`config.mk`:
```
export PLATFORM = sky130hd
export DESIGN_NAME = axil_share_arb_flat
export DESIGN_NICKNAME = d
export VERILOG_FILES = /design/src/rtl/axil_share_arb_pkg.sv /design/src/rtl/axil_share_arb_if.sv /design/src/rtl/axil_share_arb_rr.sv /design/src/rtl/axil_share_arb.sv /design/src/flat_wrapper.sv
export SDC_FILE = /design/constraint.sdc
export NUM_CORES = 1
export LEC_CHECK = 0
export BUFFER_PORTS_ARGS = -buffer_cell sky130_fd_sc_hd__buf_2
export CAP_MARGIN = 20
export CORE_AREA = 5 5 189 191
export DETAILED_ROUTE_END_ITERATION = 12
export DIE_AREA = 0 0 194 196
export HOLD_SLACK_MARGIN = 0.08
export MAX_ROUTING_LAYER = met4
export PLACE_DENSITY_LB_ADDON = 0.1
export SKIP_CTS_REPAIR_TIMING = 1
export SLEW_MARGIN = 20
export SYNTH_ARGS = -nofsm -noshare
export SYNTH_HDL_FRONTEND = slang
export SYNTH_HIERARCHICAL = 1
export SYNTH_SLANG_ARGS = --single-unit
```
`constraint.sdc`:
```
create_clock -name aclk -period 2.5 [get_ports aclk]
set_input_delay 0.625 -clock aclk [delete_from_list [all_inputs] [get_ports aclk]]
set_output_delay 0.625 -clock aclk [all_outputs]
set_load 0.02 [all_outputs]
```
`src/rtl/axil_share_arb_pkg.sv`:
```
// Shared types for the two-master AXI4-Lite register-bus arbiter.
package axil_arb_pkg;

  typedef enum logic [2:0] {
    IDLE    = 3'd0,
    WR_REQ  = 3'd1,
    WR_RESP = 3'd2,
    RD_REQ  = 3'd3,
    RD_RESP = 3'd4
  } arb_state_t;

  typedef logic mst_id_t;

  localparam int CNT_W = 16;

  // Grant counters stick at all-ones rather than wrapping.
  function automatic logic [CNT_W-1:0] sat_inc(input logic [CNT_W-1:0] v);
    if (&v) begin
      sat_inc = v;
    end else begin
      sat_inc = v + CNT_W'(1);
    end
  endfunction

endpackage

```
`src/rtl/axil_share_arb_if.sv`:
```
// AXI4-Lite bundle; master drives requests, slave drives readies and responses.
interface axi4_lite_if #(
  parameter int DW = 32,
  parameter int AW = 32
);
  logic            awvalid;
  logic            awready;
  logic [AW-1:0]   awaddr;
  logic [2:0]      awprot;
  logic            wvalid;
  logic            wready;
  logic [DW-1:0]   wdata;
  logic [DW/8-1:0] wstrb;
  logic            bvalid;
  logic            bready;
  logic [1:0]      bresp;
  logic            arvalid;
  logic            arready;
  logic [AW-1:0]   araddr;
  logic [2:0]      arprot;
  logic            rvalid;
  logic            rready;
  logic [DW-1:0]   rdata;
  logic [1:0]      rresp;

  modport master (
    output awvalid, awaddr, awprot, wvalid, wdata, wstrb, bready,
           arvalid, araddr, arprot, rready,
    input  awready, wready, bvalid, bresp, arready, rvalid, rdata, rresp
  );

  modport slave (
    input  awvalid, awaddr, awprot, wvalid, wdata, wstrb, bready,
           arvalid, araddr, arprot, rready,
    output awready, wready, bvalid, bresp, arready, rvalid, rdata, rresp
  );
endinterface

```
`src/rtl/axil_share_arb_rr.sv`:
```
// Two-request round-robin picker; the priority pointer is kept by the caller.
module rr_arb2
  import axil_arb_pkg::*;
(
  input  logic [1:0] req,
  input  mst_id_t    prio,
  output mst_id_t    gnt_id,
  output logic       gnt_vld
);

  // Contention goes to prio, otherwise the lone requester wins.
  always_comb begin
    gnt_vld = |req;
    if (req == 2'b11) begin
      gnt_id = prio;
    end else if (req[1]) begin
      gnt_id = 1'b1;
    end else begin
      gnt_id = 1'b0;
    end
  end

endmodule

```
`src/rtl/axil_share_arb.sv`:
```
// Shares one AXI4-Lite register slave between two masters, one whole transaction at a time.
module axil_share_arb
  import axil_arb_pkg::*;
#(
  parameter int DW    = 32,
  parameter int AW    = 32,
  parameter bit FIRST = 1'b0
) (
  input  logic             aclk,
  input  logic             aresetn,
  axi4_lite_if.slave       s0,
  axi4_lite_if.slave       s1,
  axi4_lite_if.master      m,
  output logic             busy,
  output mst_id_t          grant_id,
  output logic [CNT_W-1:0] grant_cnt0,
  output logic [CNT_W-1:0] grant_cnt1
);

  arb_state_t       state_r;
  mst_id_t          prio_r;
  mst_id_t          grant_id_r;
  logic [1:0]       last_wr_r;
  logic             aw_done_r;
  logic             w_done_r;
  logic             busy_r;
  logic [CNT_W-1:0] cnt0_r;
  logic [CNT_W-1:0] cnt1_r;

  logic [1:0]       awvalid_s, wvalid_s, arvalid_s, bready_s, rready_s;
  logic [1:0]       awready_s, wready_s, arready_s, bvalid_s, rvalid_s;
  logic [AW-1:0]    awaddr_s [2];
  logic [AW-1:0]    araddr_s [2];
  logic [2:0]       awprot_s [2];
  logic [2:0]       arprot_s [2];
  logic [DW-1:0]    wdata_s  [2];
  logic [DW/8-1:0]  wstrb_s  [2];

  logic [1:0]       req_s;
  mst_id_t          gnt_id_s;
  logic             gnt_vld_s;
  logic             wr_pick_s;
  logic             aw_hs_s, w_hs_s, b_hs_s, ar_hs_s, r_hs_s;

  assign awvalid_s   = {s1.awvalid, s0.awvalid};
  assign wvalid_s    = {s1.wvalid,  s0.wvalid};
  assign arvalid_s   = {s1.arvalid, s0.arvalid};
  assign bready_s    = {s1.bready,  s0.bready};
  assign rready_s    = {s1.rready,  s0.rready};
  assign awaddr_s[0] = s0.awaddr;
  assign awaddr_s[1] = s1.awaddr;
  assign araddr_s[0] = s0.araddr;
  assign araddr_s[1] = s1.araddr;
  assign awprot_s[0] = s0.awprot;
  assign awprot_s[1] = s1.awprot;
  assign arprot_s[0] = s0.arprot;
  assign arprot_s[1] = s1.arprot;
  assign wdata_s[0]  = s0.wdata;
  assign wdata_s[1]  = s1.wdata;
  assign wstrb_s[0]  = s0.wstrb;
  assign wstrb_s[1]  = s1.wstrb;

  // Response payloads fan out to both; only the granted side ever sees a valid.
  assign s0.awready = awready_s[0];
  assign s1.awready = awready_s[1];
  assign s0.wready  = wready_s[0];
  assign s1.wready  = wready_s[1];
  assign s0.arready = arready_s[0];
  assign s1.arready = arready_s[1];
  assign s0.bvalid  = bvalid_s[0];
  assign s1.bvalid  = bvalid_s[1];
  assign s0.rvalid  = rvalid_s[0];
  assign s1.rvalid  = rvalid_s[1];
  assign s0.bresp   = m.bresp;
  assign s1.bresp   = m.bresp;
  assign s0.rdata   = m.rdata;
  assign s1.rdata   = m.rdata;
  assign s0.rresp   = m.rresp;
  assign s1.rresp   = m.rresp;

  // A write may be granted on AW alone; W is allowed to trail or lead.
  assign req_s = awvalid_s | arvalid_s;

  rr_arb2 u_rr (
    .req     (req_s),
    .prio    (prio_r),
    .gnt_id  (gnt_id_s),
    .gnt_vld (gnt_vld_s)
  );

  // Per-master read/write alternation when AW and AR are pending together.
  always_comb begin
    if (awvalid_s[gnt_id_s] && arvalid_s[gnt_id_s]) begin
      wr_pick_s = ~last_wr_r[gnt_id_s];
    end else if (awvalid_s[gnt_id_s]) begin
      wr_pick_s = 1'b1;
    end else begin
      wr_pick_s = 1'b0;
    end
  end

  // Channel steering from the granted master to the shared slave.
  always_comb begin
    m.awvalid = 1'b0;
    m.wvalid  = 1'b0;
    m.bready  = 1'b0;
    m.arvalid = 1'b0;
    m.rready  = 1'b0;
    m.awaddr  = awaddr_s[grant_id_r];
    m.awprot  = awprot_s[grant_id_r];
    m.wdata   = wdata_s[grant_id_r];
    m.wstrb   = wstrb_s[grant_id_r];
    m.araddr  = araddr_s[grant_id_r];
    m.arprot  = arprot_s[grant_id_r];
    awready_s = 2'b00;
    wready_s  = 2'b00;
    arready_s = 2'b00;
    bvalid_s  = 2'b00;
    rvalid_s  = 2'b00;
    case (state_r)
      WR_REQ: begin
        m.awvalid             = awvalid_s[grant_id_r] & ~aw_done_r;
        m.wvalid              = wvalid_s[grant_id_r] & ~w_done_r;
        awready_s[grant_id_r] = m.awready & ~aw_done_r;
        wready_s[grant_id_r]  = m.wready & ~w_done_r;
      end
      WR_RESP: begin
        m.bready             = bready_s[grant_id_r];
        bvalid_s[grant_id_r] = m.bvalid;
      end
      RD_REQ: begin
        m.arvalid             = arvalid_s[grant_id_r];
        arready_s[grant_id_r] = m.arready;
      end
      RD_RESP: begin
        m.rready             = rready_s[grant_id_r];
        rvalid_s[grant_id_r] = m.rvalid;
      end
      default: begin
        m.awvalid = 1'b0;
      end
    endcase
  end

  assign aw_hs_s = m.awvalid & m.awready;
  assign w_hs_s  = m.wvalid & m.wready;
  assign b_hs_s  = m.bvalid & m.bready;
  assign ar_hs_s = m.arvalid & m.arready;
  assign r_hs_s  = m.rvalid & m.rready;

  // Transaction FSM; arbitration is only re-evaluated from IDLE.
  always_ff @(posedge aclk or negedge aresetn) begin
    if (!aresetn) begin
      state_r    <= IDLE;
      prio_r     <= mst_id_t'(FIRST);
      grant_id_r <= mst_id_t'(FIRST);
      last_wr_r  <= 2'b00;
      aw_done_r  <= 1'b0;
      w_done_r   <= 1'b0;
      busy_r     <= 1'b0;
      cnt0_r     <= {CNT_W{1'b0}};
      cnt1_r     <= {CNT_W{1'b0}};
    end else begin
      case (state_r)
        IDLE: begin
          if (gnt_vld_s) begin
            grant_id_r          <= gnt_id_s;
            prio_r              <= ~gnt_id_s;
            last_wr_r[gnt_id_s] <= wr_pick_s;
            aw_done_r           <= 1'b0;
            w_done_r            <= 1'b0;
            busy_r              <= 1'b1;
            state_r             <= wr_pick_s ? WR_REQ : RD_REQ;
            if (gnt_id_s == 1'b1) begin
              cnt1_r <= sat_inc(cnt1_r);
            end else begin
              cnt0_r <= sat_inc(cnt0_r);
            end
          end
        end
        WR_REQ: begin
          aw_done_r <= aw_done_r | aw_hs_s;
          w_done_r  <= w_done_r | w_hs_s;
          if ((aw_done_r || aw_hs_s) && (w_done_r || w_hs_s)) begin
            state_r <= WR_RESP;
          end
        end
        WR_RESP: begin
          if (b_hs_s) begin
            state_r <= IDLE;
            busy_r  <= 1'b0;
          end
        end
        RD_REQ: begin
          if (ar_hs_s) begin
            state_r <= RD_RESP;
          end
        end
        RD_RESP: begin
          if (r_hs_s) begin
            state_r <= IDLE;
            busy_r  <= 1'b0;
          end
        end
        default: begin
          state_r <= IDLE;
          busy_r  <= 1'b0;
        end
      endcase
    end
  end

  assign busy       = busy_r;
  assign grant_id   = grant_id_r;
  assign grant_cnt0 = cnt0_r;
  assign grant_cnt1 = cnt1_r;

endmodule

```
`src/flat_wrapper.sv`:
```
// flat-port wrapper written by rule: the top's interface ports become plain ports
module axil_share_arb_flat import axil_arb_pkg::*;
#(
  parameter int DW    = 32,
  parameter int AW    = 32,
  parameter bit FIRST = 1'b0
)
  (aclk, aresetn, busy, grant_id, grant_cnt0, grant_cnt1, s0_awvalid, s0_awaddr, s0_awprot, s0_wvalid, s0_wdata, s0_wstrb, s0_bready, s0_arvalid, s0_araddr, s0_arprot, s0_rready, s0_awready, s0_wready, s0_bvalid, s0_bresp, s0_arready, s0_rvalid, s0_rdata, s0_rresp, s1_awvalid, s1_awaddr, s1_awprot, s1_wvalid, s1_wdata, s1_wstrb, s1_bready, s1_arvalid, s1_araddr, s1_arprot, s1_rready, s1_awready, s1_wready, s1_bvalid, s1_bresp, s1_arready, s1_rvalid, s1_rdata, s1_rresp, m_awvalid, m_awaddr, m_awprot, m_wvalid, m_wdata, m_wstrb, m_bready, m_arvalid, m_araddr, m_arprot, m_rready, m_awready, m_wready, m_bvalid, m_bresp, m_arready, m_rvalid, m_rdata, m_rresp);
  axi4_lite_if #(.DW(DW), .AW(AW)) s0_i ();
  axi4_lite_if #(.DW(DW), .AW(AW)) s1_i ();
  axi4_lite_if #(.DW(DW), .AW(AW)) m_i ();
  input  logic aclk;
  input  logic aresetn;
  output logic busy;
  output mst_id_t grant_id;
  output logic [CNT_W-1:0] grant_cnt0;
  output logic [CNT_W-1:0] grant_cnt1;
  input wire logic [$bits(s0_i.awvalid)-1:0] s0_awvalid;
  input wire logic [$bits(s0_i.awaddr)-1:0] s0_awaddr;
  input wire logic [$bits(s0_i.awprot)-1:0] s0_awprot;
  input wire logic [$bits(s0_i.wvalid)-1:0] s0_wvalid;
  input wire logic [$bits(s0_i.wdata)-1:0] s0_wdata;
  input wire logic [$bits(s0_i.wstrb)-1:0] s0_wstrb;
  input wire logic [$bits(s0_i.bready)-1:0] s0_bready;
  input wire logic [$bits(s0_i.arvalid)-1:0] s0_arvalid;
  input wire logic [$bits(s0_i.araddr)-1:0] s0_araddr;
  input wire logic [$bits(s0_i.arprot)-1:0] s0_arprot;
  input wire logic [$bits(s0_i.rready)-1:0] s0_rready;
  output wire logic [$bits(s0_i.awready)-1:0] s0_awready;
  output wire logic [$bits(s0_i.wready)-1:0] s0_wready;
  output wire logic [$bits(s0_i.bvalid)-1:0] s0_bvalid;
  output wire logic [$bits(s0_i.bresp)-1:0] s0_bresp;
  output wire logic [$bits(s0_i.arready)-1:0] s0_arready;
  output wire logic [$bits(s0_i.rvalid)-1:0] s0_rvalid;
  output wire logic [$bits(s0_i.rdata)-1:0] s0_rdata;
  output wire logic [$bits(s0_i.rresp)-1:0] s0_rresp;
  input wire logic [$bits(s1_i.awvalid)-1:0] s1_awvalid;
  input wire logic [$bits(s1_i.awaddr)-1:0] s1_awaddr;
  input wire logic [$bits(s1_i.awprot)-1:0] s1_awprot;
  input wire logic [$bits(s1_i.wvalid)-1:0] s1_wvalid;
  input wire logic [$bits(s1_i.wdata)-1:0] s1_wdata;
  input wire logic [$bits(s1_i.wstrb)-1:0] s1_wstrb;
  input wire logic [$bits(s1_i.bready)-1:0] s1_bready;
  input wire logic [$bits(s1_i.arvalid)-1:0] s1_arvalid;
  input wire logic [$bits(s1_i.araddr)-1:0] s1_araddr;
  input wire logic [$bits(s1_i.arprot)-1:0] s1_arprot;
  input wire logic [$bits(s1_i.rready)-1:0] s1_rready;
  output wire logic [$bits(s1_i.awready)-1:0] s1_awready;
  output wire logic [$bits(s1_i.wready)-1:0] s1_wready;
  output wire logic [$bits(s1_i.bvalid)-1:0] s1_bvalid;
  output wire logic [$bits(s1_i.bresp)-1:0] s1_bresp;
  output wire logic [$bits(s1_i.arready)-1:0] s1_arready;
  output wire logic [$bits(s1_i.rvalid)-1:0] s1_rvalid;
  output wire logic [$bits(s1_i.rdata)-1:0] s1_rdata;
  output wire logic [$bits(s1_i.rresp)-1:0] s1_rresp;
  output wire logic [$bits(m_i.awvalid)-1:0] m_awvalid;
  output wire logic [$bits(m_i.awaddr)-1:0] m_awaddr;
  output wire logic [$bits(m_i.awprot)-1:0] m_awprot;
  output wire logic [$bits(m_i.wvalid)-1:0] m_wvalid;
  output wire logic [$bits(m_i.wdata)-1:0] m_wdata;
  output wire logic [$bits(m_i.wstrb)-1:0] m_wstrb;
  output wire logic [$bits(m_i.bready)-1:0] m_bready;
  output wire logic [$bits(m_i.arvalid)-1:0] m_arvalid;
  output wire logic [$bits(m_i.araddr)-1:0] m_araddr;
  output wire logic [$bits(m_i.arprot)-1:0] m_arprot;
  output wire logic [$bits(m_i.rready)-1:0] m_rready;
  input wire logic [$bits(m_i.awready)-1:0] m_awready;
  input wire logic [$bits(m_i.wready)-1:0] m_wready;
  input wire logic [$bits(m_i.bvalid)-1:0] m_bvalid;
  input wire logic [$bits(m_i.bresp)-1:0] m_bresp;
  input wire logic [$bits(m_i.arready)-1:0] m_arready;
  input wire logic [$bits(m_i.rvalid)-1:0] m_rvalid;
  input wire logic [$bits(m_i.rdata)-1:0] m_rdata;
  input wire logic [$bits(m_i.rresp)-1:0] m_rresp;
  assign s0_i.awvalid = s0_awvalid;
  assign s0_i.awaddr = s0_awaddr;
  assign s0_i.awprot = s0_awprot;
  assign s0_i.wvalid = s0_wvalid;
  assign s0_i.wdata = s0_wdata;
  assign s0_i.wstrb = s0_wstrb;
  assign s0_i.bready = s0_bready;
  assign s0_i.arvalid = s0_arvalid;
  assign s0_i.araddr = s0_araddr;
  assign s0_i.arprot = s0_arprot;
  assign s0_i.rready = s0_rready;
  assign s0_awready = s0_i.awready;
  assign s0_wready = s0_i.wready;
  assign s0_bvalid = s0_i.bvalid;
  assign s0_bresp = s0_i.bresp;
  assign s0_arready = s0_i.arready;
  assign s0_rvalid = s0_i.rvalid;
  assign s0_rdata = s0_i.rdata;
  assign s0_rresp = s0_i.rresp;
  assign s1_i.awvalid = s1_awvalid;
  assign s1_i.awaddr = s1_awaddr;
  assign s1_i.awprot = s1_awprot;
  assign s1_i.wvalid = s1_wvalid;
  assign s1_i.wdata = s1_wdata;
  assign s1_i.wstrb = s1_wstrb;
  assign s1_i.bready = s1_bready;
  assign s1_i.arvalid = s1_arvalid;
  assign s1_i.araddr = s1_araddr;
  assign s1_i.arprot = s1_arprot;
  assign s1_i.rready = s1_rready;
  assign s1_awready = s1_i.awready;
  assign s1_wready = s1_i.wready;
  assign s1_bvalid = s1_i.bvalid;
  assign s1_bresp = s1_i.bresp;
  assign s1_arready = s1_i.arready;
  assign s1_rvalid = s1_i.rvalid;
  assign s1_rdata = s1_i.rdata;
  assign s1_rresp = s1_i.rresp;
  assign m_awvalid = m_i.awvalid;
  assign m_awaddr = m_i.awaddr;
  assign m_awprot = m_i.awprot;
  assign m_wvalid = m_i.wvalid;
  assign m_wdata = m_i.wdata;
  assign m_wstrb = m_i.wstrb;
  assign m_bready = m_i.bready;
  assign m_arvalid = m_i.arvalid;
  assign m_araddr = m_i.araddr;
  assign m_arprot = m_i.arprot;
  assign m_rready = m_i.rready;
  assign m_i.awready = m_awready;
  assign m_i.wready = m_wready;
  assign m_i.bvalid = m_bvalid;
  assign m_i.bresp = m_bresp;
  assign m_i.arready = m_arready;
  assign m_i.rvalid = m_rvalid;
  assign m_i.rdata = m_rdata;
  assign m_i.rresp = m_rresp;
  axil_share_arb #(.DW(DW), .AW(AW), .FIRST(FIRST)) u_core (.aclk(aclk), .aresetn(aresetn), .s0(s0_i), .s1(s1_i), .m(m_i), .busy(busy), .grant_id(grant_id), .grant_cnt0(grant_cnt0), .grant_cnt1(grant_cnt1));
endmodule
```
# Yosys cells after proc, flatten, opt, wreduce, memory -nomap -nowiden
# Cells that the tools add are included.
[word_totals]
inputBits = 265
output_inout_bits = 227
regBits = 42
elab_cells = 136
[op_classes]
reduce_logical = 18
mux = 67
add_sub_neg = 2
eq_ne = 10
n_lt_le_gt_ge = 5
n_bitwise = 25
[op_table]
columns = ["cell", "n"]
rows = [
  ["32-bit 2-to-1 mux", 9],
  ["3-bit 2-to-1 mux", 11],
  ["16-bit by 1-bit adder with 16-bit output (second input constant)", 2],
  ["16-bit AND reduction", 2],
  ["1-bit 2-to-1 mux", 31],
  ["3-bit one-hot mux with 5 select lines", 1],
  ["2-bit 2-to-1 mux", 6],
  ["4-bit 2-to-1 mux", 3],
  ["4-bit AND reduction", 3],
  ["2-bit bitwise AND", 5],
  ["2-bit by 1-bit inequality test with 1-bit output (second input constant)", 5],
  ["1-bit bitwise AND", 9],
  ["1-bit NOT", 7],
  ["3-bit by 2-bit equality test with 1-bit output (second input constant)", 2],
  ["5-bit AND reduction", 1],
  ["1-bit logical AND", 4],
  ["1-bit by 2-bit < comparator with 1-bit output (second input constant)", 2],
  ["1-bit one-hot mux with 2 select lines", 2],
  ["1-bit one-hot mux with 4 select lines", 1],
  ["2-bit AND reduction", 2],
  ["2-bit OR reduction", 2],
  ["3-bit by 1-bit equality test with 1-bit output (second input constant)", 1],
  ["3-bit equality test (second input constant)", 1],
  ["3-bit zero test", 1],
  ["10 further kinds", 14],
]

# Longest topological paths before layout
# Gate-level depths: netlist (run 1).
[logic_depth]
word_depth = 10
mapped_depth = 7

# Modules after synthesis
# Netlist (run 1), hierarchy kept.
[by_module_without_submodules]
columns = ["mod", "cells_each", "n_inst", "area_each_um2"]
rows = [
  ["axil_share_arb", 427, 1, 4124.0],
  ["rr_arb2", 3, 1, 17.5],
]

# Worst setup path before layout (run 1)
# No wires, ideal clock.
[synth_timing]
path_type = "register -> output"
from = "register u_core.grant_id_r, in the netlist u_core/grant_id"
to = "output port m_araddr[0]"
t_required_ns = 1.875
t_arrival_ns = 1.891
setup_slack_ns = -0.016
stages_incl_launch_ff = 5
path_cell_list = "dfrtp_1 clkbuf_1 clkbuf_1 clkbuf_1 mux2_2"
[synth_via]
elab_chain_len = 4
[synth_rtl]
columns = ["item", "line", "rtl"]
rows = [
  ["start, declared", "axil_share_arb.sv:22", "mst_id_t grant_id_r;"],
  ["start signal, assigned", "axil_share_arb.sv:156", "grant_id_r <= mst_id_t'(FIRST);"],
  ["start signal, assigned", "axil_share_arb.sv:167", "grant_id_r <= gnt_id_s;"],
  ["1-bit NOT with 2-bit output (not written as such)", "axil_share_arb.sv:113", "m.araddr = araddr_s[grant_id_r];"],
  ["32-bit 2-to-1 mux (not written as such) (3 in a row)", "axil_share_arb.sv:113", ""],
  ["end, declared", "flat_wrapper.sv:64", "output wire logic [$bits(m_i.araddr)-1:0] m_araddr;"],
]
# No other way between the ends. The select of a mux whose other input is x is not followed.

# Worst setup path after layout (run 1)
[layout_timing]
from = "register u_core.state_r[2]"
to = "output port s1_bvalid"
[layout_via]
elab_chain_len = 2
[layout_rtl]
columns = ["item", "line", "rtl"]
rows = [
  ["start, declared", "axil_share_arb.sv:20", "arb_state_t state_r;"],
  ["start signal, assigned", "axil_share_arb.sv:173", "state_r <= wr_pick_s ? WR_REQ : RD_REQ;"],
  ["3-bit by 2-bit equality test with 1-bit output", "axil_share_arb.sv:120", "case (state_r)"],
  ["2-bit 2-to-1 mux", "axil_share_arb.sv:120", ""],
  ["end, declared", "flat_wrapper.sv:50", "output wire logic [$bits(s1_i.bvalid)-1:0] s1_bvalid;"],
]
# No other way between the ends.

==> impl_metrics.yaml, run 1 <==
pwr:
  pwr-share-seq_pct: 18.9
  p_leak_nw: 3.265
  power_frac_clock_pct: 15.1
  powerDensity_nw_per_um2: 905.0
  combPwrFrac_pct: 66.0
  worst_ir_drop_vdd_uv: 296.4
  swShare_pct: 46.72
  internal_power_mw: 3.137
  p_sw_mw: 2.751
die:
  die_w_um: 194
  chipHeight_um: 196
  io-pin-count: 492
  initial_utilization_pct: 12.20
  core_area_um2: 33950
  row_count: 68
  dieArea_um2: 38020
synth:
  synthFlopType: "dfrtp_1"
  yosysSeqAreaShare_pct: 25.38
  synth_common_cells: "mux2_2 (113), buf_4 (72), dfrtp_1 (42), nor2_1 (23), clkbuf_1 (17)"
  netlist_top_cells_area: "mux2_2 (31%), dfrtp_1 (25%), buf_4 (13%)"
  synthArstFlopShare_pct: 100.0
  postSynthCellCount: 430
  postSynthAreaPerCell_um2: 9.631
  yosysWarnings: 6
  synth_top_area_share_pct: 30.73
  synth_nets: 697
  synth_top_area_cell: "mux2_2"
  ys_types: 49
  synth_area_um2: 4141
  synth.most_common_cell: "mux2_2"
  synth_edf_count: 0
  synth_seq_cells: 42
sta:
  tightest_slew_ns: 0.6937
  slew_headroom_pct: 53.33
  period_needed_ns: 2.373
  finClkSkew_ns: 0.009081
  tns_ns: 0
  setup_viol: 0
  hold_violations: 0
  drv_slew: 0
  fin_crit_sh_pct: 94.90
  fmax_mhz: 421.5
  rsz0062_at_grt: "no"
  hold_slack_ns: 0.2803
hold_path:
  min_path_type: "input port to async pin"
layout:
  post_route_cells_drive_above_1_share_pct: 71.97
  fin_util_pct: 19.17
  fin_nets: 1026
  areaGrowthSynthToFinish_pct: 57.10
place:
  dp_hpwl_mm: 19.87
  place_congestion: 0.8632
  io_buffer_count: 383
critical_path:
  crit_chain: "buf_4 -> nand2b_1 -> nor2_1 -> nand2_1 -> nor2_1 -> buf_2"
  ff2ff_path_depth: 5
  max_stage_delay_ns: 0.37
  worst_r2r_endpoint: "u_core/grant_cnt1[1]$_DFFE_PN0P_"
  ff2ff_setup_slack_ns: 0.35
  arrival_ns: 1.75
  path_class: "flop to output port"
  cp_max_fo: 9
  start_kind: "flop"
  crit_required_ns: 1.88
  crit_path_end_kind: "output port"
  endpoint: "s1_bvalid"
  slowest_stage: "dfrtp_1"
  crit_start: "u_core/state_r[2]$_DFFE_PN0P_"
  worst_r2r_startpoint: "u_core/grant_cnt1[0]$_DFFE_PN0P_"
  critical-path-top-cell-by-count: "nor2_1"
clock_tree:
  path_clk_slew_ns: 0.07
  cts_max_path_buffers: 2
  h-tree-depth: 2
  cts_made_buffers: 5
  root_buffer: "clkbuf_16"
  cts.sinks: 42
  cts_tree: "done"
  clk_latency_ns: 0.30
detailed_routing:
  wirelength_mm: 22.78
  vias: 4396
  post_drt_wl_per_cell_um: 18.73
  ant_nets: 0
  viasPerCell: 3.615
  first_pass_iters: 4
  drc: 0
  drt_iter0_markers: 101
status:
  status: "complete, no violations"
global_route:
  grt_pass1_wl_mm: 32.37
  antenna_found_initial: 1
  track_usage_pct: 11.34
  grt_max_degree: 29
  first_global_vias: 4817
  grt_overflow: 0
flow_run:
  maxCapViolCount: 0
==> stage by stage <==
| step | power (mW) | worst slack [ns] | std cells | cell area, um^2 |
|---|---|---|---|---|
| finish | 5.888 | 0.1274 | 1216 | 6506 |
| floorplan | 3.661 | 0.09487 | 430 | 4143 |
| detailed placement | 5.050 | -0.1266 | 1206 | 6285 |
| CTS | 5.994 | -0.04444 | 1214 | 6484 |
| global route | 6.302 | 0.005127 | 1216 | 6506 |
| global placement | 5.110 | -0.05073 | 1206 | 6285 |
==> per-layer routing <==
layer / share of wire, % / global-route usage, %
met1: 42 / 13.68
met2: 49 / 18.80
met3: 7.7 / 3.486
met4: 1.0 / 2.396
met5: 0 / -
==> kinds of logic (layout without fill, tap and decap cells) <==
family                   count (synthesis)  in the layout  synth area share [%]
AO/OA/AOI/OAI                           41             41                 6.587
XOR/XNOR                                22             22                 4.653
adder cells (fa/ha/maj)                  2              2                0.6041
buffers and inverters                   97            427                 15.68
flip-flops                              42             42                 25.38
multiplexers                           118            118                 31.96
other                                    0              1                     0
AND/OR/NAND/NOR                        108            108                 15.14
==> layout make-up <==
type / instances / area, um^2
diodes: 1 / 2.502
flip-flops and latches: 42 / 1055
inverters: 6 / 22.52
repair buffers: 413 / 2212
fillers: 3863 / 27440
clock inverters: 2 / 60.06
clock buffers: 6 / 138.9
well taps: 455 / 569.3
multi-input cells: 291 / 2446
==> state kept, by name, summed over array words and instances (netlist names) <==
signal / cells
u_core/state_r: 3
u_core/w_done_r: 1
u_core/prio_r: 1
u_core/grant_cnt0: 16
u_core/busy: 1
u_core/last_wr_r: 2
u_core/grant_cnt1: 16
u_core/aw_done_r: 1
u_core/grant_id: 1
==> power by group through the flow <==
stage               combinational, mW  clock (mW)  sequential [mW]
finish                           3.88       0.891             1.11
detailed placement               3.88           0             1.17
global placement                 3.93           0             1.18
floorplan                        2.53           0             1.13
global route                     4.20       0.949             1.16
CTS                              3.90       0.936             1.16
==> worst min-delay path by stage <==
stage / cells past startpoint / end / startpoint
2_1_floorplan: 0 / u_core/aw_done_r$_DFFE_PN0P_ / aresetn
3_3_place_gp: 2 / u_core/last_wr_r[1]$_DFFE_PN0P_ / u_core/last_wr_r[1]$_DFFE_PN0P_
3_5_place_dp: 1 / u_core/prio_r$_DFFE_PN0P_ / u_core/prio_r$_DFFE_PN0P_
4_1_cts: 1 / u_core/grant_cnt1[10]$_DFFE_PN0P_ / aresetn
5_1_grt: 1 / u_core/grant_cnt1[10]$_DFFE_PN0P_ / aresetn
6_report: 1 / u_core/grant_cnt1[10]$_DFFE_PN0P_ / aresetn
==> placed cells by master, fill, tap and decap left out, drive strengths merged, types with 5 or more instances in the layout <==
cell,n
buf,413
mux2,114
dfrtp,42
nor2,23
nand2,15
xnor2,13
nand4,11
and3,10
xor2,9
a21oi,9
nand3,8
inv,6
nand2b,6
nor3,6
o21ai,6
a31oi,6
clkbuf,6
or2,5
nor4,5
==> critical path: cells and delay by family (launching register included) <==
family        cells  cell delay, ns
buf+inv           2            0.37
flops             1            0.37
simple gates      4            0.71
Note: power is estimated with default switching activity, not from simulation.
==> inputs of run 2 (changes only) <==
--- a/config.mk
+++ b/config.mk
@@ -7,9 +7,9 @@
 export LEC_CHECK = 0
 export BUFFER_PORTS_ARGS = -buffer_cell sky130_fd_sc_hd__buf_2
 export CAP_MARGIN = 20
-export CORE_AREA = 5 5 189 191
+export CORE_AREA = 5 5 187 189
 export DETAILED_ROUTE_END_ITERATION = 12
-export DIE_AREA = 0 0 194 196
+export DIE_AREA = 0 0 192 194
 export HOLD_SLACK_MARGIN = 0.08
 export MAX_ROUTING_LAYER = met4
 export PLACE_DENSITY_LB_ADDON = 0.1
==> constraint.sdc (replaced) <==
create_clock -name aclk -period 2.1 [get_ports aclk]
set_input_delay 0.525 -clock aclk [delete_from_list [all_inputs] [get_ports aclk]]
set_output_delay 0.525 -clock aclk [all_outputs]
set_load 0.02 [all_outputs]
==> impl_metrics.yaml, run 2 (synthesized netlist as in run 1, its figures left out) <==
status:
  status: "finished, violations left"
  violations: "negative setup slack"
critical_path:
  path_class: "flop to output port"
  cp_max_fo: 31
  max_stage_delay_ns: 0.44
  worst_r2r_startpoint: "u_core/state_r[2]$_DFFE_PN0P_"
  ff2ff_setup_slack_ns: 0.03
  crit_start: "u_core/grant_id$_DFFE_PN0P_"
  crit_required_ns: 1.57
  crit_chain: "buf_12 -> buf_12 -> mux2_2 -> buf_2"
  worst_r2r_endpoint: "u_core/grant_cnt0[15]$_DFFE_PN0P_"
  slowest_stage: "dfrtp_4"
  arrival_ns: 1.64
  start_kind: "flop"
  crit_path_end_kind: "output port"
  critical-path-top-cell-by-count: "buf_12"
  ff2ff_path_depth: 7
  endpoint: "m_awaddr[23]"
layout:
  layout_commonest_cell: "buf_2"
  design_area_um2: 7044
  post_route_cells_drive_above_1_share_pct: 77.26
  fin_nets: 1062
  num-fill-cells: 3723
  areaGrowthSynthToFinish_pct: 70.09
  final_cell_mix: "buf_2 (362), mux2_2 (109), buf_4 (64)"
sta:
  hold_violations: 0
  fin_ws_ns: -0.06550
  setup_viol: 96
  finClkSkew_ns: 0.007243
  rsz0062_at_grt: "yes"
  drv_slew: 0
  fmax_mhz: 461.8
  slew_headroom_pct: 66.41
  fin_crit_sh_pct: 103.1
  tightest_slew_ns: 0.5000
  hold_slack_ns: 0.1118
  period_needed_ns: 2.166
flow_run:
  maxCapViolCount: 0
place:
  place_congestion: 0.8099
  post_dp_cell_area_um2: 6490
  io_buffer_count: 383
  dp_hpwl_mm: 23.36
detailed_routing:
  vias: 4647
  first_pass_iters: 4
  viasPerCell: 3.727
  ant_nets: 0
  drt_iter0_markers: 95
  drc: 0
  wirelength_mm: 26.74
  post_drt_wl_per_cell_um: 21.45
clock_tree:
  clk_latency_ns: 0.30
  h-tree-depth: 2
  cts.sinks: 42
  root_buffer: "clkbuf_16"
  cts_tree: "done"
  path_clk_slew_ns: 0.07
  cts_max_path_buffers: 2
  cts_made_buffers: 5
die:
  io-pin-count: 492
  die_w_um: 192
  dieArea_um2: 37250
  chipHeight_um: 194
  initial_utilization_pct: 12.51
  row_count: 67
  core_area_um2: 33110
pwr:
  worst_ir_drop_vdd_uv: 285.9
  p_leak_nw: 3.500
  powerDensity_nw_per_um2: 1092
global_route:
  first_global_vias: 4940
  grt_overflow: 0
  grt_max_degree: 32
  track_usage_pct: 13.53
  grt_pass1_wl_mm: 36.11
  antenna_found_initial: 5
hold_path:
  min_path_type: "input port to async pin"
==> run 2: cell types whose count changed in the layout (fill, tap and decap cells not counted), sizes merged <==
| cell | change |
|---|---|
| buf | +34 |
| clkinv | +2 |
| bufinv | -2 |
| clkbuf | +2 |
| diode | +2 |
==> run 2: stage by stage <==
step	setup slack [ns]	power (mW)	instances	setup TNS [ns]	utilization (%)
2_1_floorplan	-0.04137	4.414	430	-0.06276	-
3_3_place_gp	-0.3024	6.425	1227	-7.377	19.60
3_5_place_dp	-0.3633	6.363	1227	-7.674	19.60
4_1_cts	-0.3425	7.230	1235	-26.81	20.03
5_1_grt	-0.1239	8.220	1247	-9.101	21.27
6_report	-0.06550	7.691	1247	-2.766	21.27
==> run 2: critical path: cells and delay by family, from the launching register on <==
kind	cells	cell delay (ns)
buf+inv	3	0.53
flops	1	0.44
mux	1	0.36
==> run 2: worst min path at each step <==
| stage | from | end | depth (start not counted) |
|---|---|---|---|
| final | aresetn | u_core/grant_cnt0[13]$_DFFE_PN0P_ | 1 |
| after global routing | aresetn | u_core/grant_cnt0[13]$_DFFE_PN0P_ | 1 |
| after CTS | aresetn | u_core/grant_cnt0[13]$_DFFE_PN0P_ | 1 |
| after detailed placement | aresetn | u_core/grant_cnt0[13]$_DFFE_PN0P_ | 1 |
| after global placement | aresetn | u_core/grant_cnt0[13]$_DFFE_PN0P_ | 1 |
| after floorplan | aresetn | u_core/aw_done_r$_DFFE_PN0P_ | 0 |
==> run 2: routing by layer <==
metal / track usage (%) / vias up / part of all wire [%]
met5: - / - / 0
met4: 1.902 / 0 / 0.85
met2: 22.43 / 223 / 49
li1: - / 2208 / -
met1: 16.14 / 2200 / 41
met3: 4.951 / 16 / 9.3
==> run 2: layout make-up <==
| cell class | count | area, um^2 | share of cell area, % |
|---|---|---|---|
| multi-input combinational | 291 | 2650 | 37.62 |
| timing repair buffer | 449 | 2605 | 36.98 |
| sequential | 42 | 1056 | 14.99 |
| tap | 448 | 560.5 | 7.957 |
| clock buffer | 6 | 128.9 | 1.829 |
| inverter | 6 | 22.52 | 0.3197 |
| clock inverter | 2 | 13.76 | 0.1954 |
| antenna | 3 | 7.507 | 0.1066 |
==> run 2: where the power goes <==
group	switching [mW]	internal [mW]
clock	0.360	0.442
combinational	3.07	2.58
sequential	0.224	1.02
total	3.65	4.04
==> inputs of run 3 (changes only) <==
--- a/config.mk
+++ b/config.mk
@@ -17,5 +17,4 @@
 export SLEW_MARGIN = 20
 export SYNTH_ARGS = -nofsm -noshare
 export SYNTH_HDL_FRONTEND = slang
-export SYNTH_HIERARCHICAL = 1
 export SYNTH_SLANG_ARGS = --single-unit
==> impl_metrics.yaml, run 3 <==
detailed_routing:
  first_pass_iters: 4
  drt_iter0_markers: 104
  ant_nets: 0
  post_drt_wl_per_cell_um: 22.06
  drc: 0
  viasPerCell: 3.677
  wirelength_mm: 26.58
  vias: 4431
synth:
  synth_edf_count: 0
  postSynthCellCount: 411
  synth_top_area_share_pct: 30.36
  synth_seq_cells: 42
  netlist_top_cells_area: "mux2_2 (30%), dfrtp_1 (26%), buf_4 (14%)"
  yosysWarnings: 0
  synth_area_um2: 4043
  synthFlopType: "dfrtp_1"
  synth_nets: 678
  ys_types: 40
  synth.most_common_cell: "mux2_2"
  synth_top_area_cell: "mux2_2"
  synthArstFlopShare_pct: 100.0
  postSynthAreaPerCell_um2: 9.836
  synth_common_cells: "mux2_2 (109), buf_4 (74), dfrtp_1 (42), nor2_1 (26)"
  yosysSeqAreaShare_pct: 26.00
critical_path:
  slowest_stage: "dfrtp_4"
  cp_max_fo: 12
  max_stage_delay_ns: 0.47
  start_kind: "flop"
  crit_required_ns: 1.57
  arrival_ns: 1.62
  crit_chain: "buf_12 -> clkbuf_16 -> mux2_2 -> buf_2"
  crit_path_end_kind: "output port"
  path_class: "flop to output port"
sta:
  setup_viol: 71
  fin_ws_ns: -0.04146
  slew_headroom_pct: 70.17
  hold_violations: 0
  tightest_slew_ns: 0.4458
  period_needed_ns: 2.141
  finClkSkew_ns: 0.01402
  fmax_mhz: 467.0
  drv_slew: 0
  fin_crit_sh_pct: 102.0
  rsz0062_at_grt: "yes"
clock_tree:
  path_clk_slew_ns: 0.07
  cts_tree: "done"
  root_buffer: "clkbuf_16"
  h-tree-depth: 2
  cts_max_path_buffers: 2
  cts.sinks: 42
  clk_latency_ns: 0.30
  cts_made_buffers: 5
die:
  row_count: 67
  core_area_um2: 33110
  chipHeight_um: 194
  dieArea_um2: 37250
  io-pin-count: 492
  die_w_um: 192
  initial_utilization_pct: 12.21
place:
  dp_hpwl_mm: 23.10
  place_congestion: 0.8137
  place_inst: 1177
  pre_cts_ws_ns: 0.1217
  io_buffer_count: 383
global_route:
  grt_pass1_wl_mm: 34.42
  first_global_vias: 4473
  grt_overflow: 0
  grt_max_degree: 30
  track_usage_pct: 13.10
  antenna_found_initial: 15
layout:
  fin_nets: 1016
  final_cell_mix: "buf_2 (321), mux2_2 (95), buf_6 (58)"
  fin_util_pct: 21.49
  post_route_cells_drive_above_1_share_pct: 75.07
  areaGrowthSynthToFinish_pct: 76.01
  fin_cells: 1205
  num-fill-cells: 3717
  layout_commonest_cell: "buf_2"
status:
  status: "finished, violations left"
  violations: "negative setup slack"
pwr:
  power_mw: 7.804
  powerDensity_nw_per_um2: 1097
  p_leak_nw: 3.508
  worst_ir_drop_vdd_uv: 499.9
hold_path:
  min_path_type: "input port to async pin"
flow_run:
  maxCapViolCount: 0
==> run 3: power breakdown <==
group	total, mW	internal, mW	switching (mW)
Combinational	5.80	2.88	2.92
Clock	0.826	0.448	0.378
Sequential	1.18	0.985	0.196
==> run 3: layer usage <==
metal	routed length (um)	track usage (%)
met5	0	-
met4	225	1.558
met3	2984	6.464
met2	12520	20.90
met1	10850	15.39
==> run 3: kinds of logic after synthesis <==
group                      count (synthesis)  synth area share, %
muxes                                    113                31.35
adders and majority gates                  2               0.6189
and+or+nand+nor                          104                13.93
AOI/OAI and AO/OA                         26                5.571
DFF                                       42                26.00
xor gates and xnor gates                  30                6.500
buffers and inverters                     94                16.03
==> run 3: area by class of cell <==
type                    count  area (um^2)  share of cell area (%)
well taps                 448        560.5                   7.878
flip-flops and latches     42         1056                   14.84
repair buffers            420         2793                   39.25
inverters                   5        18.77                  0.2638
clock buffers               5        125.1                   1.758
clock inverters             3        25.02                  0.3517
multi-input cells         275         2520                   35.41
diodes                      7        17.52                  0.2462
==> run 3: path summary, 6_finish.rpt <==
path	startpoint	to	slack, ns	depth (start not counted)
setup / recovery	u_core.grant_id$_DFFE_PN0P_	m_wdata[30]	-0.04	4
hold / removal	aresetn	u_core.grant_cnt0[2]$_DFFE_PN0P_	0.17	1
setup reg to reg	u_core.state_r[2]$_DFFE_PN0P_	u_core.grant_cnt1[10]$_DFFE_PN0P_	0.18	6
hold reg to reg	u_core.last_wr_r[1]$_DFFE_PN0P_	u_core.last_wr_r[1]$_DFFE_PN0P_	0.48	1
max in group asynchronous	aresetn	u_core.grant_id$_DFFE_PN0P_	1.40	2
min in group aclk	u_core.last_wr_r[1]$_DFFE_PN0P_	u_core.last_wr_r[1]$_DFFE_PN0P_	0.48	1
==> run 3: per-stage QoR <==
step / hold slack [ns] / cell area (um^2) / TNS (ns)
after floorplan: 0.2294 / 4045 / 0
after global placement: 0.4564 / 6137 / 0
after detailed placement: 0.4637 / 6137 / 0
after CTS: 0.1677 / 6287 / -16.28
after global routing: 0.1878 / 7113 / -5.368
final: 0.1681 / 7116 / -1.194
==> run 3: worst max-delay path, delay by kind of cell, from the launching register on <==
kind / cells / cell delay, ns
mux: 1 / 0.35
buf+inv: 3 / 0.49
flops: 1 / 0.47
